[src/rtl/bus_arb_pkg.sv]
// Shared types and widths for the two-master bus arbiter.
package bus_arb_pkg;

  localparam int unsigned BUS_ADDR_W  = 16;
  localparam int unsigned BUS_WDATA_W = 32;
  localparam int unsigned BUS_RDATA_W = 64;

  // Ownership encoding; 2'b11 is unused and recovers to ARB_IDLE.
  typedef enum logic [1:0] {
    ARB_IDLE = 2'b00,
    ARB_OWN0 = 2'b01,
    ARB_OWN1 = 2'b10
  } arb_state_t;

endpackage

[src/rtl/bus_arbiter2_if.sv]
// One bus channel: request/write/address/data out, grant/read data back.
interface bus_arbiter2_if;
  import bus_arb_pkg::*;

  logic                   req;
  logic                   wr;
  logic [BUS_ADDR_W-1:0]  addr;
  logic [BUS_WDATA_W-1:0] dout;
  logic                   grant;
  logic [BUS_RDATA_W-1:0] din;

  // Side that issues transfers (a master, or the arbiter towards BUS).
  modport master (output req, wr, addr, dout, input grant, din);
  // Side that serves transfers (the arbiter towards a master, or BUS).
  modport slave  (input req, wr, addr, dout, output grant, din);

endinterface

[src/rtl/bus_arb_hold_cnt.sv]
// Ownership hold counter: clear, increment, saturate at MAX_HOLD-1.
module bus_arb_hold_cnt #(
  parameter int unsigned MAX_HOLD = 16
) (
  input  logic clk,
  input  logic reset,
  input  logic clr,
  input  logic en,
  output logic at_max
);

  localparam int unsigned    CW    = (MAX_HOLD > 1) ? $clog2(MAX_HOLD) : 1;
  localparam int unsigned    LIM   = (MAX_HOLD == 0) ? 0 : MAX_HOLD - 1;
  localparam logic [CW-1:0]  LIM_V = CW'(LIM);

  logic [CW-1:0] cnt;

  // Count owned cycles; clear has priority, stop at the limit.
  always_ff @(posedge clk) begin
    if (reset || clr) begin
      cnt <= '0;
    end else if (en && (cnt != LIM_V)) begin
      cnt <= cnt + CW'(1);
    end
  end

  assign at_max = (MAX_HOLD != 0) && (cnt == LIM_V);

endmodule

[src/rtl/bus_arbiter2.sv]
// Two-master round-robin arbiter in front of the BUS master port.
module bus_arbiter2
  import bus_arb_pkg::*;
#(
  parameter int unsigned MAX_HOLD = 16
) (
  input  logic                  clk,
  input  logic                  reset,
  bus_arbiter2_if.slave         m0,
  bus_arbiter2_if.slave         m1,
  bus_arbiter2_if.master        b,
  output logic [1:0]            arb_state
);

  arb_state_t state, state_nxt;
  logic       last, last_nxt;
  logic       at_max;
  logic       hold_clr;
  logic       hold_en;

  // State and last-owner registers; master 0 wins the first tie.
  always_ff @(posedge clk) begin
    if (reset) begin
      state <= ARB_IDLE;
      last  <= 1'b1;
    end else begin
      state <= state_nxt;
      last  <= last_nxt;
    end
  end

  // Next ownership: idle tie-break on last, release handover, forced handover.
  always_comb begin
    state_nxt = ARB_IDLE;
    last_nxt  = last;
    case (state)
      ARB_IDLE: begin
        if (m0.req && m1.req) state_nxt = last ? ARB_OWN0 : ARB_OWN1;
        else if (m0.req)      state_nxt = ARB_OWN0;
        else if (m1.req)      state_nxt = ARB_OWN1;
        else                  state_nxt = ARB_IDLE;
      end
      ARB_OWN0: begin
        if (!m0.req)               state_nxt = m1.req ? ARB_OWN1 : ARB_IDLE;
        else if (m1.req && at_max) state_nxt = ARB_OWN1;
        else                       state_nxt = ARB_OWN0;
      end
      ARB_OWN1: begin
        if (!m1.req)               state_nxt = m0.req ? ARB_OWN0 : ARB_IDLE;
        else if (m0.req && at_max) state_nxt = ARB_OWN0;
        else                       state_nxt = ARB_OWN1;
      end
      default: state_nxt = ARB_IDLE;
    endcase
    if (state_nxt == ARB_OWN0) last_nxt = 1'b0;
    if (state_nxt == ARB_OWN1) last_nxt = 1'b1;
  end

  // Any state change is an entry, which restarts the hold count.
  assign hold_clr = (state_nxt != state);
  assign hold_en  = (state == ARB_OWN0) || (state == ARB_OWN1);

  bus_arb_hold_cnt #(.MAX_HOLD(MAX_HOLD)) u_hold (
    .clk    (clk),
    .reset  (reset),
    .clr    (hold_clr),
    .en     (hold_en),
    .at_max (at_max)
  );

  // Steer the owner onto BUS and route grant/read data back to it only.
  always_comb begin
    b.req    = 1'b0;
    b.wr     = 1'b0;
    b.addr   = '0;
    b.dout   = '0;
    m0.grant = 1'b0;
    m1.grant = 1'b0;
    m0.din   = '0;
    m1.din   = '0;
    case (state)
      ARB_OWN0: begin
        b.req    = m0.req;
        b.wr     = m0.wr;
        b.addr   = m0.addr;
        b.dout   = m0.dout;
        m0.grant = b.grant;
        m0.din   = b.din;
      end
      ARB_OWN1: begin
        b.req    = m1.req;
        b.wr     = m1.wr;
        b.addr   = m1.addr;
        b.dout   = m1.dout;
        m1.grant = b.grant;
        m1.din   = b.din;
      end
      default: ;
    endcase
  end

  assign arb_state = state;

endmodule

[src/flat_wrapper.sv]
// flat-port wrapper written by rule: the top's interface ports become plain ports
module bus_arbiter2_flat import bus_arb_pkg::*;
#(
  parameter int unsigned MAX_HOLD = 16
)
  (clk, reset, arb_state, m0_req, m0_wr, m0_addr, m0_dout, m0_grant, m0_din, m1_req, m1_wr, m1_addr, m1_dout, m1_grant, m1_din, b_req, b_wr, b_addr, b_dout, b_grant, b_din);
  bus_arbiter2_if m0_i ();
  bus_arbiter2_if m1_i ();
  bus_arbiter2_if b_i ();
  input  logic clk;
  input  logic reset;
  output logic [1:0] arb_state;
  input wire logic [$bits(m0_i.req)-1:0] m0_req;
  input wire logic [$bits(m0_i.wr)-1:0] m0_wr;
  input wire logic [$bits(m0_i.addr)-1:0] m0_addr;
  input wire logic [$bits(m0_i.dout)-1:0] m0_dout;
  output wire logic [$bits(m0_i.grant)-1:0] m0_grant;
  output wire logic [$bits(m0_i.din)-1:0] m0_din;
  input wire logic [$bits(m1_i.req)-1:0] m1_req;
  input wire logic [$bits(m1_i.wr)-1:0] m1_wr;
  input wire logic [$bits(m1_i.addr)-1:0] m1_addr;
  input wire logic [$bits(m1_i.dout)-1:0] m1_dout;
  output wire logic [$bits(m1_i.grant)-1:0] m1_grant;
  output wire logic [$bits(m1_i.din)-1:0] m1_din;
  output wire logic [$bits(b_i.req)-1:0] b_req;
  output wire logic [$bits(b_i.wr)-1:0] b_wr;
  output wire logic [$bits(b_i.addr)-1:0] b_addr;
  output wire logic [$bits(b_i.dout)-1:0] b_dout;
  input wire logic [$bits(b_i.grant)-1:0] b_grant;
  input wire logic [$bits(b_i.din)-1:0] b_din;
  assign m0_i.req = m0_req;
  assign m0_i.wr = m0_wr;
  assign m0_i.addr = m0_addr;
  assign m0_i.dout = m0_dout;
  assign m0_grant = m0_i.grant;
  assign m0_din = m0_i.din;
  assign m1_i.req = m1_req;
  assign m1_i.wr = m1_wr;
  assign m1_i.addr = m1_addr;
  assign m1_i.dout = m1_dout;
  assign m1_grant = m1_i.grant;
  assign m1_din = m1_i.din;
  assign b_req = b_i.req;
  assign b_wr = b_i.wr;
  assign b_addr = b_i.addr;
  assign b_dout = b_i.dout;
  assign b_i.grant = b_grant;
  assign b_i.din = b_din;
  bus_arbiter2 #(.MAX_HOLD(MAX_HOLD)) u_core (.clk(clk), .reset(reset), .m0(m0_i), .m1(m1_i), .b(b_i), .arb_state(arb_state));
endmodule
[config.mk]
export PLATFORM = sky130hd
export DESIGN_NAME = bus_arbiter2_flat
export DESIGN_NICKNAME = d
export VERILOG_FILES = /design/src/rtl/bus_arb_pkg.sv /design/src/rtl/bus_arbiter2_if.sv /design/src/rtl/bus_arb_hold_cnt.sv /design/src/rtl/bus_arbiter2.sv /design/src/flat_wrapper.sv
export SDC_FILE = /design/constraint.sdc
export NUM_CORES = 1
export LEC_CHECK = 0
export BUFFER_PORTS_ARGS = -buffer_cell sky130_fd_sc_hd__buf_2
export CAP_MARGIN = 25
export CORE_AREA = 2 2 134 136
export CTS_CLUSTER_DIAMETER = 80
export DETAILED_ROUTE_END_ITERATION = 6
export DIE_AREA = 0 0 136 138
export GPL_TIMING_DRIVEN = 0
export PLACE_DENSITY = 0.44
export SYNTH_ARGS = -nofsm -noshare
export SYNTH_HDL_FRONTEND = slang
export SYNTH_HIERARCHICAL = 1
export SYNTH_SLANG_ARGS = --single-unit
[constraint.sdc]
create_clock -name clk -period 3.05 [get_ports clk]
set_clock_uncertainty 0.2 [all_clocks]
set_input_delay 0.305 -clock clk [delete_from_list [all_inputs] [get_ports clk]]
set_output_delay 0.305 -clock clk [all_outputs]
set_load 0.02 [all_outputs]
# [Word-level counts from Yosys, hierarchy flattened]
# Index checks and enable logic that the tools add are counted.
# Widths: inputs -> output; s select.
[classes] n_eq_ne=7 add_sub_neg=1 reduce_logical=8 muxes=18
[op_table] cell="$mux 64" n=2
[op_table] cell="$pmux 32 s2" n=1
[op_table] cell="$pmux 16 s2" n=1
[op_table] cell="$mux 2" n=8
[op_table] cell="$pmux 2 s3" n=1
[op_table] cell="$add 4x1->4 const B" n=1
[op_table] cell="$eq 2x1->1 const B" n=2
[op_table] cell="$eq 2x2->1 const B" n=2
[op_table] cell="$eq 4x4->1 const B" n=1
[op_table] cell="$logic_and 1x1->1" n=4
[op_table] cell="$ne 4x4->1 const B" n=1
[op_table] cell="$pmux 1 s2" n=2
[op_table] cell="$mux 1" n=3
[op_table] cell="$logic_not 2->1" n=1
[op_table] cell="$logic_or 1x1->1" n=2
[op_table] cell="$ne 2x2->1" n=1
[op_table] cell="$reduce_or 2->1" n=1
[word_totals] regBits=7 out_inout_bits=182 inputBits=167

# [Logic depth before layout (Yosys ltp)]
# Gate-level depths: netlist (run 1).
[logic_depth] depth_word=7 ltp_mapped=11 ltp_nobuf=11

# [Cells and area by module]
# The synthesis (run 1) kept the hierarchy.
[modules_own_cells] mod="bus_arbiter2" n_inst=1 seq_area_each_um2=60.1 area_each_um2=1943.1 cells_each=302
[modules_own_cells] mod="bus_arb_hold_cnt" n_inst=1 seq_area_each_um2=80.1 area_each_um2=211.5 cells_each=22

# [Least setup slack after synthesis (run 1)]
# OpenSTA, ideal clock, no wires.
[synth_path] path_type="reg2reg" startpoint="reg u_core.state[0] (netlist: u_core/arb_state[0])" endpoint="reg u_core.u_hold.cnt[3]" period_less_slack_ns=2.733 t_required_ns=2.754 arrival_ns=2.437 n_path_buf=1 setup_ns=0.096 path_slack_ns=0.317 stages_incl_launch_ff=12 cell_sequence="dfxtp_1 -> inv_1 -> ha_1 -> buf_2 -> a21boi_1 -> o221ai_2 -> nand2_1 -> or4_1 -> o311a_1 -> nor2_1 -> o211ai_2 -> o41ai_2"
[synth_between] elab_chain_len=4 word_cells_on_any_way=8 cone_classes="eq/ne (3); mux (1); reduce/logical (4)"
[synth_lines] item="from (decl)" line_no="bus_arbiter2.sv:15" source="arb_state_t state, state_nxt;"
[synth_lines] item="from (signal assigned)" line_no="bus_arbiter2.sv:27" source="state <= state_nxt;"
[synth_lines] item="$eq 2x2->1 (tied with other cells)" line_no="bus_arbiter2.sv:36" source="case (state)"
[synth_lines] item="$pmux 2 s3" line_no="bus_arbiter2.sv:36"
[synth_lines] item="$ne 2x2->1 (*)" line_no="bus_arbiter2.sv:60" source="assign hold_clr = (state_nxt != state);"
[synth_lines] item="named net u_core.hold_clr" line_no="bus_arbiter2.sv:18" source="logic hold_clr;"
[synth_lines] item="$logic_or 1x1->1 (*)" line_no="bus_arb_hold_cnt.sv:20" source="if (reset || clr) begin"
[synth_lines] item="to (signal assigned)" line_no="bus_arb_hold_cnt.sv:23" source="cnt <= cnt + CW'(1);"
[synth_lines] item="to (decl)" line_no="bus_arb_hold_cnt.sv:16" source="logic [CW-1:0] cnt;"
# The timed path passes the listed nets; every way through them passes the cells marked *.
# A chain may end at the register's enable or synchronous reset.

# [Worst setup path in the final report (run 1)]
[layout_path] startpoint="reg u_core.state[1] (netlist: u_core/arb_state[1])" endpoint="out b_addr[5]"
[layout_between] elab_chain_len=2 word_cells_on_any_way=3 cone_classes="eq/ne (2); mux (1)"
[layout_lines] item="$eq 2x2->1 or $eq 2x1->1 (tied branches)" line_no="bus_arbiter2.sv:81" source="case (state)"
[layout_lines] item="$pmux 16 s2 (*)" line_no="bus_arbiter2.sv:81"
[layout_lines] item="to (decl)" line_no="flat_wrapper.sv:27" source="output wire logic [$bits(b_i.addr)-1:0] b_addr;"
# Mark *: on every way between the ends. The rest lies on a longest branch, timed or not.

==> summary.txt, run 1 <==
Clocking
  • CTS tree: built
  • Maximum clock path buffer count: 2
  • # hold bufs at CTS: 0
  • Number of buffers created by CTS: 3
  • Clock sink count: 7
  • Clk pin slew, worst setup/hold paths: 40 ps
  • Htree depth: 1
  • Root Buffer: clkbuf_16
  • Clk Latency, worst-skew pair: 230 ps

STA
  • Relative slew margins: about 64%
  • Post-route minimum period: 2830 ps
  • Max Fclk: 354 MHz
  • Final slew viol count: 0
  • Fin crit share: between 90% and 100%
  • Endpoints failing setup: 0
  • Total Negative Setup Slacks: 0 ps
  • Final hold violations: 0
  • Worst slew pin tran: 534 ps
  • Fin Hold WS: 141 ps
  • RSZ-0062 raised after global routing: false

Setup path
  • CP arrival: 2320 ps
  • Worst Path Required: 2540 ps
  • Slowest cell delay on critical path: 470 ps
  • Maximum fanout along the worst path: 10
  • CP bufs+invs: 4
  • Critical Path End Type: output pin
  • Most common cell on crit path: buf_2
  • Crit start category: flip-flop
  • Critical-path top delay cell: dfxtp_1
  • CP Class: flip-flop to output pin
  • Critical-path cell list: ha_1 > buf_2 > clkbuf_2 > buf_1 > a22oi_1 > nor2b_1 > buf_2
  • Cell family with most CP delay: buffers and inverters

Logic synthesis
  • Synth Area per Inst: 6.65 µm²
  • Main synth FF type: dfxtp_1
  • Distinct cell type count after synthesis: 31
  • Synth Instances: 324
  • Syn Std Cell Area: around 2200 µm²
  • Warnings from Yosys: 6
  • Sequential share of the synthesized area: roughly 6.5%
  • EDFF count, synth: 0
  • Syn_nets: 497
  • FFs w/ async S/R, synth: 0%
  • FF+latch count, synth: 7

Die
  • Num ports: 349
  • Row count: 49
  • Chip Width: about 140 µm
  • DIE HEIGHT: 138 µm
  • Die area: 18,800 µm²
  • Initial Utilization: 12.3%
  • Core ar.: 17,500 µm²

Detailed routing
  • Drc violations: 0
  • Final wirelength: between 10 and 15 mm
  • Vias per cell: slightly above 4
  • DR WL/cell: around 15 µm
  • Detail Route Antenna Nets: 0
  • Drt first pass iters: 4
  • Initial DRC count: roughly 140
  • Via count: 3,643

Place
  • DP HPWL: between 10 and 15 mm
  • Gp weighted congestion: 0.786
  • Buffers on Ports: 348
  • Placed insts: approximately 900

Finish
  • Util after Layout: 24.4%
  • # diodes: 0
  • Proportion of layout cells with a drive suffix above 1: 54.6%
  • Area growth from synthesis to layout: 98.2%
  • Final #Nets: 850
  • Fin cells: about 900
  • FILL cells: 2,030

Power
  • Power Dens Cells: 314 nW/µm²
  • Peak VDD IR: 0.000148 V
  • Sw power: a little under 700 µW
  • Gate power share: 74.3%
  • Sequential power share: 8.5%
  • Internal power: 661 µW
  • Clock share of power: around 17%
  • Post-route total power: 1340 µW
  • P_leak: between 0.002 and 0.0025 µW
  • Sw Ratio: 50.7%

GRT
  • GRT Total Usage: a little over an eighth
  • Congestion Overflow GR: 0
  • Largest net degree at the start of global routing: 12
  • Vias in the first global route: 3,385
  • First-pass GRT wire length: 19.1 mm
  • Initial antenna violation count: 1

Min path
  • Hold/Removal Path Class: input pin to flip-flop

Status
  • Status: completed

Run
  • Max Cap Viol: 0
## stage by stage
| stage | instance area [µm²] | setup WS (ps) |
|---|---|---|
| after floorplan | 2150 | 317 |
| after global placement | 4180 | 86.2 |
| after detailed placement | 4180 | 95.5 |
| after CTS | 4270 | 3.38 |
| after global routing | 4270 | 13.6 |
| final | 4270 | 224 |
## final timing paths
path	startpoint	to	slack (ps)	depth (start not counted)
worst max-delay path	u_core/arb_state[1]$_SDFF_PP0_	b_addr[5]	220	7
worst min register to register	u_core/u_hold/cnt[1]$_SDFFE_PP0P_	u_core/u_hold/cnt[1]$_SDFFE_PP0P_	290	2
worst min-delay path	reset	u_core/arb_state[0]$_SDFF_PP0_	140	2
worst max register to register	u_core/u_hold/cnt[0]$_SDFFE_PP0P_	u_core/u_hold/cnt[0]$_SDFFE_PP0P_	340	11
## Yosys cell counts, drive strengths merged (2+ instances only)
cell type / instances / area (µm²)
a21boi: 2 / 15.0
a21oi: 5 / 25.0
nor2: 3 / 11.3
nand3: 4 / 25.0
o211ai: 4 / 35.0
a22oi: 50 / 375
nand2: 6 / 22.5
clkbuf: 23 / 86.3
and2: 131 / 820
buf: 8 / 36.3
dfxtp: 7 / 140
inv: 6 / 22.5
nand2b: 3 / 18.8
nor2b: 50 / 313
nand4: 2 / 12.5
ha: 6 / 75.1
nand4b: 2 / 17.5
o21ai: 2 / 13.8
nor3: 3 / 15.0
## placed cells by master (no fill, tap or decap)
cell,synthesis,routed
buf_2,5,353
nor2b_1,50,50
nand3b_1,1,1
o41ai_2,1,1
nor2_1,3,2
o221ai_2,1,1
clkbuf_16,0,3
o311a_1,1,1
inv_2,1,1
o21a_1,1,1
clkbuf_2,0,4
nand4b_1,2,2
nand2b_1,3,3
a21oi_1,5,5
o21ai_2,1,1
or4_1,1,1
a22oi_1,50,50
clkbuf_1,23,21
a21boi_1,2,2
o211ai_1,3,3
nand3_2,1,1
buf_1,3,2
and2_1,131,131
ha_1,6,6
o21ai_0,1,1
nor3_1,3,3
nor2_2,0,1
nand4_1,2,2
nand3_1,3,3
o221a_2,1,1
o211ai_2,1,1
dfxtp_2,0,1
dfxtp_1,7,6
nand2_1,6,6
inv_1,5,5
## state kept, by name, indices dropped and copies added, names as in the netlist
| signal | count |
|---|---|
| u_core/u_hold/cnt | 4 |
| u_core/arb_state | 2 |
| u_core/last | 1 |
## power by group through the flow
stage	combinational [µW]	sequential (µW)	clock, µW
final	996	114	231
after global routing	1080	116	240
after CTS	1010	113	234
after global placement	1010	115	0
after detailed placement	1010	115	0
after floorplan	586	115	0
## worst register-to-register path, cell delays in order, from the launching register on
cell and delay, ps:
dfxtp_1 370, ha_1 220, nand3_2 120, inv_2 140, nand2b_1 120, a21oi_1 100, o21a_1 250, or4_1 500
o311a_1 170, nor2_2 230, nand4b_1 130, nand2_1 90
## repair_timing
item	4_1_cts	5_1_grt
gates resized for setup	3	4
pin swaps	0	0
gates cloned	0	0
setup buffers	0	0
hold endpoints to repair	0	0
endpoints found under the setup margin	53	12
## cell type report
class                           count  area (µm²)  share of cell area [%]
Buffer                             31         128                    2.99
Clock buffer                        4        78.8                    1.85
Tap cell                          229         287                    6.71
Sequential cell                     7         141                    3.31
Timing Repair Buffer              348        1740                    40.8
Multi-Input combinational cell    280        1870                    43.8
Inverter                            6        22.5                   0.527
## kinds of logic after synthesis
logic type                 after synthesis  share of synthesized area (%)
and+or+nand+nor                        206                           58.9
AOI/OAI and AO/OA                       68                           24.3
buffers and inverters                   37                           6.74
DFF                                      7                           6.50
adders and majority gates                6                           3.48
## metal layers
metal | global-route usage (%) | part of all wire, % | vias up
met5 | 0 | 0.096 | -
met3 | 1.58 | 8.4 | 14
met1 | 14.5 | 38 | 1618
met4 | 2.41 | 1.4 | 2
met2 | 26.7 | 52 | 215
li1 | - | - | 1794
No activity file was read; power rests on OpenSTA's default activity.
==> inputs of run 2 (changes only) <==
CORE_AREA = 3 3 135 137   (was 2 2 134 136)
DIE_AREA = 0 0 138 140   (was 0 0 136 138)
SETUP_SLACK_MARGIN = 0.05   (was default)
==> summary.txt, run 2 (synthesized netlist as in run 1, its figures left out) <==
STA
  • Fin crit share: 92.5% (-0.19 points)
  • Max Fclk: 355 MHz (+0.21%)
  • Total Negative Setup Slacks: 0 ps (unchanged)
  • Final slew viol count: 0 (unchanged)
  • Relative slew margins: 66.0% (+1.7 points)
  • RSZ-0062 raised after global routing: false
  • Endpoints failing setup: 0 (unchanged)
  • Final hold violations: 0 (unchanged)
  • Post-route minimum period: 2820 ps (-5.87 ps)
  • Worst slew pin tran: 509 ps (-24.9 ps)

Detailed routing
  • Detail Route Antenna Nets: 0 (unchanged)
  • Drc violations: 0 (unchanged)
  • Via count: 3,700 (+1.6%)
  • Initial DRC count: 127 (-6.6%)
  • Final wirelength: 13.9 mm (+2.3%)
  • Drt first pass iters: 4 (unchanged)
  • DR WL/cell: 15.4 µm (+2.8%)
  • Vias per cell: 4.11 (+2.0%)

Die
  • Core ar.: 17,200 µm² (-2.0%)
  • Num ports: 349 (unchanged)
  • Die area: 19,300 µm² (+2.9%)
  • DIE HEIGHT: 140 µm (+1.4%)
  • Initial Utilization: 12.5% (+0.26 points)
  • Chip Width: 138 µm (+1.5%)
  • Row count: 48 (-2.0%)

Clocking
  • Root Buffer: clkbuf_16
  • Number of buffers created by CTS: 3 (unchanged)
  • Htree depth: 1 (unchanged)
  • Post-CTS Repair Setup Buffers: 0 (unchanged)
  • Clk pin slew, worst setup/hold paths: 40 ps (about the same)
  • Clk Latency, worst-skew pair: 230 ps (about the same)
  • CTS tree: built
  • Maximum clock path buffer count: 2 (unchanged)
  • # hold bufs at CTS: 0 (unchanged)
  • Clock sink count: 7 (unchanged)

Finish
  • # diodes: 0 (unchanged)
  • Area growth from synthesis to layout: 98.0%
  • Final #Nets: 850 (unchanged)
  • Most frequent cells in the layout: buf_2, and2_1, a22oi_1, nor2b_1, clkbuf_1
  • Proportion of layout cells with a drive suffix above 1: 54.6% (unchanged)
  • Most common cell after layout, fill and taps aside: buf_2
  • Max reg flops: 4 (unchanged)
  • Largest Register: u_core/u_hold/cnt

Power
  • Sequential power share: 8.4% (about the same)
  • P_leak: 0.00247 µW (unchanged)
  • Sw power: 680 µW (+0.16%)
  • Clock share of power: 17.2% (about the same)
  • Post-route total power: 1340 µW (about the same)
  • Power Dens Cells: 314 nW/µm² (+0.19%)
  • Internal power: 661 µW (about the same)
  • Gate power share: 74.4% (about the same)
  • Sw Ratio: 50.7% (about the same)
  • Peak VDD IR: 0.000112 V (-24%)

Setup path
  • Maximum fanout along the worst path: 10 (unchanged)
  • Critical Path End Type: output pin
  • Cell family with most CP delay: buffers and inverters
  • Critical-path cell list: ha_1 > buf_2 > clkbuf_2 > buf_1 > a22oi_1 > nor2b_1 > buf_2
  • CP Class: flip-flop to output pin
  • CP bufs+invs: 4 (unchanged)
  • Most common cell on crit path: buf_2
  • CP arrival: 2320 ps (about the same)
  • Crit start category: flip-flop
  • Slowest cell delay on critical path: 460 ps (about the same)
  • Critical-path top delay cell: dfxtp_1
  • Worst Path Required: 2540 ps (about the same)

Status
  • Status: completed

GRT
  • Congestion Overflow GR: 0 (unchanged)
  • Largest net degree at the start of global routing: 12 (unchanged)
  • Vias in the first global route: 3,616 (+6.8%)
  • Initial antenna violation count: 0 (-1)
  • GRT Total Usage: 13.0% (-0.18 points)
  • First-pass GRT wire length: 20.3 mm (+6.5%)

Place
  • Buffers on Ports: 348 (unchanged)
  • DP HPWL: 12.1 mm (+4.4%)
  • Gp weighted congestion: 0.846 (+7.6%)

Run
  • Max Cap Viol: 0 (unchanged)

Min path
  • Hold/Removal Path Class: input pin to flip-flop
-- run 2: cell counts in the layout (fill, tap and decap cells not counted) --
Identical to the previous run, type by type.
-- run 2: worst reg2reg max path, delay by kind of cell (launching register included) --
family | cells | cell delay [ps]
buf+inv | 1 | 140
fa+ha+maj | 1 | 230
simple gates | 4 | 980
compound gates | 5 | 720
flops | 1 | 370
-- run 2: power groups by stage --
stage	clock network [µW]	registers [µW]	logic (µW)
after detailed placement	0	114	1000
after global routing	238	115	1090
after global placement	0	114	1010
final	231	113	998
after floorplan	0	115	586
after CTS	235	113	1010
-- run 2: area by class of cell --
type                            instances  area [µm²]
Buffer                                 31         128
Clock buffer                            4        78.8
Fill cell                            2002       12900
Inverter                                6        22.5
Multi-Input combinational cell        280        1870
Sequential cell                         7         141
Tap cell                              225         282
Timing Repair Buffer                  348        1740
-- run 2: timing repair --
action,CTS,global route
endpoints found under the setup margin,42,16
gates resized for setup,3,3
endpoints found under the hold margin,0,0
-- run 2: through the flow --
stage	utilization (%)	hold slack, ps	std cells	cell area, µm²	setup slack (ps)
final	24.8	144	901	4270	230
after global routing	24.8	175	901	4270	58.2
after CTS	24.8	140	901	4260	126
after detailed placement	24.3	286	897	4180	129
after global placement	24.3	286	897	4180	114
after floorplan	-	182	324	2150	317
-- run 2: final timing paths --
kind	startpoint	to	slack (ps)	cells after the start
min reg2reg	u_core/u_hold/cnt[1]$_SDFFE_PP0P_	u_core/u_hold/cnt[1]$_SDFFE_PP0P_	290	2
min	reset	u_core/arb_state[0]$_SDFF_PP0_	140	2
max	u_core/arb_state[1]$_SDFF_PP0_	b_addr[7]	230	7
max reg2reg	u_core/u_hold/cnt[0]$_SDFFE_PP0P_	u_core/u_hold/cnt[3]$_SDFFE_PP0P_	320	11
-- run 2: layer usage --
metal	up-vias	part of all wire [%]	global-route usage [%]
met4	0	2.6	4.11
met2	247	51	24.4
met1	1640	37	14.7
met3	16	9.7	2.94
met5	-	0	0
li1	1797	-	-
